File: src/rtl/iob_soc_opencryptolinux_spram_arb.sv
// rtl/iob_soc_opencryptolinux_spram_arb.sv - i/d port arbiter sharing one single-port byte-enable SRAM
// Optional feature macro: IOB_SOC_OPENCRYPTOLINUX_SPRAM_ARB_RR_EN
//   defined   -> round-robin on conflict (grant the port that did not win last)
//   undefined -> fixed priority, data port wins every conflict
module iob_soc_opencryptolinux_spram_arb #(
  parameter int ADDR_W = 16,
  parameter int DATA_W = 32
) (
  input  logic                clk_i,
  input  logic                rst_n_i,
  input  logic                cke_i,
  input  logic                i_valid_i,
  input  logic [ADDR_W-1:0]   i_addr_i,
  input  logic [DATA_W-1:0]   i_wdata_i,
  input  logic [DATA_W/8-1:0] i_wstrb_i,
  output logic                i_ready_o,
  output logic                i_rvalid_o,
  output logic [DATA_W-1:0]   i_rdata_o,
  input  logic                d_valid_i,
  input  logic [ADDR_W-1:0]   d_addr_i,
  input  logic [DATA_W-1:0]   d_wdata_i,
  input  logic [DATA_W/8-1:0] d_wstrb_i,
  output logic                d_ready_o,
  output logic                d_rvalid_o,
  output logic [DATA_W-1:0]   d_rdata_o,
  output logic                spram_en_o,
  output logic [ADDR_W-1:0]   spram_addr_o,
  output logic [DATA_W/8-1:0] spram_we_o,
  output logic [DATA_W-1:0]   spram_di_o,
  input  logic [DATA_W-1:0]   spram_do_i
);

  localparam int STRB_W = DATA_W / 8;

  // Port encoding for last_grant / rd_owner: 0 = instruction, 1 = data
  logic last_grant;
  logic rd_pend;
  logic rd_owner;

  logic gnt_i;
  logic gnt_d;
  logic pick_d;
  logic gnt_read;

  // Conflict resolution: which port wins when both request in the same slot
  always_comb begin
`ifdef IOB_SOC_OPENCRYPTOLINUX_SPRAM_ARB_RR_EN
    pick_d = ~last_grant;
`else
    // Data port always wins; last_grant is kept only for debug observation
    pick_d = last_grant | 1'b1;
`endif
  end

  // Grant: at most one port per slot, none while in reset or clock-disabled
  always_comb begin
    gnt_i = 1'b0;
    gnt_d = 1'b0;
    if (rst_n_i && cke_i) begin
      if (i_valid_i && d_valid_i) begin
        gnt_d = pick_d;
        gnt_i = ~pick_d;
      end else begin
        gnt_i = i_valid_i;
        gnt_d = d_valid_i;
      end
    end
  end

  // RAM request mux; unused fields are driven 0 when nobody is granted
  always_comb begin
    spram_en_o   = 1'b0;
    spram_addr_o = '0;
    spram_we_o   = '0;
    spram_di_o   = '0;
    if (gnt_d) begin
      spram_en_o   = 1'b1;
      spram_addr_o = d_addr_i;
      spram_we_o   = d_wstrb_i;
      spram_di_o   = d_wdata_i;
    end else if (gnt_i) begin
      spram_en_o   = 1'b1;
      spram_addr_o = i_addr_i;
      spram_we_o   = i_wstrb_i;
      spram_di_o   = i_wdata_i;
    end
  end

  assign i_ready_o = gnt_i;
  assign d_ready_o = gnt_d;
  assign gnt_read  = spram_en_o && (spram_we_o == {STRB_W{1'b0}});

  // Read tracking and arbitration history; everything freezes while cke_i is low
  always_ff @(posedge clk_i) begin
    if (!rst_n_i) begin
      rd_pend    <= 1'b0;
      rd_owner   <= 1'b0;
      last_grant <= 1'b1;
    end else if (cke_i) begin
      rd_pend <= gnt_read;
      if (gnt_read) begin
        rd_owner <= gnt_d;
      end
      if (spram_en_o) begin
        last_grant <= gnt_d;
      end
    end
  end

  // Return path: RAM output is steered to the port that issued the read
  always_comb begin
    i_rvalid_o = rst_n_i & rd_pend & ~rd_owner;
    d_rvalid_o = rst_n_i & rd_pend & rd_owner;
    i_rdata_o  = i_rvalid_o ? spram_do_i : '0;
    d_rdata_o  = d_rvalid_o ? spram_do_i : '0;
  end

endmodule

File: config.mk
export PLATFORM = sky130hd
export DESIGN_NAME = iob_soc_opencryptolinux_spram_arb
export DESIGN_NICKNAME = d
export VERILOG_FILES = /design/src/rtl/iob_soc_opencryptolinux_spram_arb.sv
export SDC_FILE = /design/constraint.sdc
export NUM_CORES = 1
export LEC_CHECK = 0
export CORE_AREA = 2 2 101 103
export DETAILED_ROUTE_END_ITERATION = 10
export DIE_AREA = 0 0 103 105
export DONT_BUFFER_PORTS = 1
export PLACE_DENSITY = 0.33
export SLEW_MARGIN = 20
export SYNTH_ARGS = -nofsm -noshare
export SYNTH_HDL_FRONTEND = slang
export SYNTH_SLANG_ARGS = --single-unit
File: constraint.sdc
create_clock -name clk_i -period 1 [get_ports clk_i]
set_input_delay 0 -clock clk_i [delete_from_list [all_inputs] [get_ports clk_i]]
set_output_delay 0 -clock clk_i [all_outputs]
set_load 0.1 [all_outputs]
==> run summary <==
Final hold analysis gives a worst-case slack of around 0.023 ns. The netlist area before placement came out at ~1100 um^2. In the synthesized netlist, the cells that appear most often are sky130_fd_sc_hd__and2_1, sky130_fd_sc_hd__a22o_1, sky130_fd_sc_hd__buf_2.

TritonCTS built the clock tree. The number of sinks driven by the clock tree is 2. In this run the critical register-to-register path is launched from rd_pend.

The worst setup path is captured at an output port. The number of max-slew violations in the final report came out at 0. The number of design-rule violations left by the first detailed-router iteration came out at 27.

STA classifies the critical path startpoint as a register. The total area inside the core boundary comes to 9640 um^2. Across the VDD grid, the largest voltage drop is between 0.2 and 0.3 mV.

The via count of the first global-routing pass is 1601. For this run, the leading register cell type out of synthesis is sky130_fd_sc_hd__dfxtp_1. The dominant cell by count in the synthesized netlist is sky130_fd_sc_hd__and2_1.

Once routing completed, OpenROAD measured the worst setup slack at -0.293 ns. From bottom edge to top edge, the die measures 105 um. Setup repair after global routing could not meet its margin everywhere. The number of H-tree levels is 1.

The cell at the root of the clock tree is sky130_fd_sc_hd__clkbuf_8. The floorplan step defined a die boundary enclosing 10800 um^2. In the final layout, the multi-input gates occupy 1310 um^2.

Following the worst setup path forward leads to its endpoint at d_rdata_o[21]. The setup violation total in the final timing report came out at 66. The latest clock arrival within the worst-skew pair came out at 0.21 ns.

The number of nets in the synthesized netlist is ~300. The wire length of the first global-routing pass came out at 8.73 mm. Yosys printed 0 warnings.

In this run the worst hold path is classified as in -> reg. By area the synthesized netlist is led by sky130_fd_sc_hd__a22o_1, sky130_fd_sc_hd__and2_1, sky130_fd_sc_hd__buf_2. After detailed routing, the number of remaining DRC violations is 0. The endpoint identified for the worst register-to-register timing path is rd_pend.

The total clock buffers created by CTS is 3. Dividing the detail-routed wire length by the instance count gives roughly 17 um. The signal arrival time at the worst endpoint is 1.29 ns.

At the end of routability-driven placement, the weighted congestion stood at 0.749. The worst reg-to-reg path cell count came out at 3. Compared with the post-synthesis result, the final layout area differs by 201%. The area occupied by registers came out at 45.0 um^2. The via density per instance came out at between 4 and 5.

The sequential element share of the synthesized area is 3.64%. The largest fanout on the critical path came out at 33. The sum of overflow across all layers after global routing came out at 0. Max-cap violations in this run came to 0. The instance count of the mapped netlist came out at 156. The initial antenna violation count is 0. The number of nets at the end of the flow came out at 378. Derived from the worst setup path, the maximum achievable clock frequency is 773 MHz. Data on the critical path is required at its endpoint by 1.00 ns. The number of input and output port buffers inserted came out at 0. The remaining number of nets flagged by the antenna check after routing is 0.

For this design the static power due to leakage is 1.36 nW. In this run the tightest slew margin relative to its limit is 80.3%. The combined global-route utilization of all metal layers is 10.7%.

After synthesis, the largest area contributor takes up 39.0% of total cell area. The worst setup path is of the reg -> out kind. For this design, the slowest cell found on the critical path is sky130_fd_sc_hd__dfxtp_4.

The design draws 0.00189 W. The synthesized area divided by synthesized cell count is slightly above 7 um^2. Traced cell by cell, the critical path runs through and3_4 -> buf_12 -> and2_4. The flow ran to the end, but the final reports show violations. The checks that failed: negative setup slack.

The clock period minus final worst setup slack came out at roughly 1.3 ns. The pin count of the biggest net entering global routing is 34. In the finished design, the share of the clock period the worst path needs comes to 129%. For this design the ratio of total power to cell area is 570 nW/um^2. From left edge to right edge, the die measures around 100 um. The largest single stage delay on the critical path is 0.35 ns.

The hold path startpoint is cke_i. The launch point of the critical path is rd_owner. Once layout is done, the placed cells without fillers occupy 3320 um^2. The worst slack after detailed placement came out at -0.0864 ns. The final layout contains routed wiring with a total length of 6.40 mm.

The cell type contributing the most total cell area after synthesis is sky130_fd_sc_hd__a22o_1. Clock-pin slew was measured on the worst setup and hold paths at about 0.030 ns. The number of antenna diodes in the final layout is 0.

The row count came out at 36. The netlist uses 21 different library cells. The final hold violation count was 0. Synthesis inferred 2 register bits. Summed over all nets, the half-perimeter wirelength after detailed placement is about 5.8 mm.

The number of iterations in the first detailed-routing pass is 3. Detailed routing inserted a total of around 1600 vias. The number of enable flip-flop cells after synthesis is 0.

The final clock skew came out at 0 ns. The starting utilization of the core area is between 10 and 15%. During I/O placement, the number of pins put on the boundary was 262.

Counting the fill cells in the layout gives 980. The utilization after layout is 34.4%. The transition time at the pin with the least slew margin is around 0.3 ns. The proportion of synthesized flip-flops having asynchronous set or reset is 0%. The placed instance area came out at 3230 um^2.

The number of buffers between clock root and the deepest sink came out at 2. The fraction of layout cells with a size suffix above 1 came out at 93.6%. The worst register-to-register path has a setup slack of 0.27 ns.
-- worst min-delay path by stage --
stage,to,slack (ns),cells past startpoint
global route,rd_owner,0.03,2
detailed placement,rd_pend,0.12,1
floorplan,rd_pend,0.10,1
global placement,rd_pend,0.11,1
finish,rd_owner,0.02,2
CTS,rd_owner,0.02,2
-- metal layers --
layer  GRT usage [%]  part of all wire [%]  up-vias
met3            4.75                    14        6
met2            21.6                    57      156
met1            9.06                    27      709
met5               0                     0        -
li1                -                     -      726
met4            3.01                   1.5        0
-- per-stage QoR --
stage | setup TNS [ns] | std cells
finish | -17.52 | 368
global route | -20.76 | 368
CTS | -18.70 | 368
detailed placement | -3.42 | 363
global placement | -2.84 | 363
floorplan | -6.31 | 156
-- cell usage in the layout, fill, tap and decap left out, types with 2 or more instances in the layout --
master and count:
sky130_fd_sc_hd__nor2_4 4, sky130_fd_sc_hd__and2_4 64, sky130_fd_sc_hd__buf_4 5, sky130_fd_sc_hd__a22oi_1 3, sky130_fd_sc_hd__clkbuf_8 3, sky130_fd_sc_hd__nand2_1 2
sky130_fd_sc_hd__a22o_2 40, sky130_fd_sc_hd__buf_6 3, sky130_fd_sc_hd__a22o_4 9, sky130_fd_sc_hd__dlygate4sd3_1 2, sky130_fd_sc_hd__buf_12 83
-- state kept, by name (all words and copies together), names as in the netlist --
register,count
rd_owner,1
rd_pend,1
-- report_power, final --
group / switching [W] / leakage [nW] / internal (W)
registers: 0.00000146 / 0.0175 / 0.0000803
logic: 0.000983 / 1.32 / 0.000513
clock network: 0.0000586 / 0.0216 / 0.000254
total: 0.00104 / 1.36 / 0.000848
-- critical path: cells and delay by family (launching register included) --
kind	cells	cell delay (ns)
AND/OR/NAND/NOR	2	0.54
flip-flops	1	0.35
buffers and inverters	1	0.17
-- kinds of logic (layout without fill, tap and decap cells) --
logic type | count (synthesis) | count (layout) | synth area share (%)
AO/OA/AOI/OAI | 55 | 55 | 43.6
buffers and inverters | 18 | 97 | 7.39
AND/OR/NAND/NOR | 80 | 80 | 44.4
flip-flops | 2 | 2 | 3.64
multiplexers | 1 | 1 | 0.909
-- cell type report --
class,instances,share of cell area (%)
clock buffers,3,1.24
inverters,1,0.113
flip-flops and latches,2,1.36
repair buffers,93,52.8
multi-input cells,136,39.4
well taps,133,5.02
-- repair_timing --
action / 4_1_cts / 5_1_grt
endpoints found under the hold margin: 2 / 0
endpoints found under the setup margin: 66 / 85
hold buffers: 2 / 0
buffers inserted: 0 / 0
resized for setup: 3 / 4
pin swaps: 11 / 3
(Power assumes the default switching activity.)
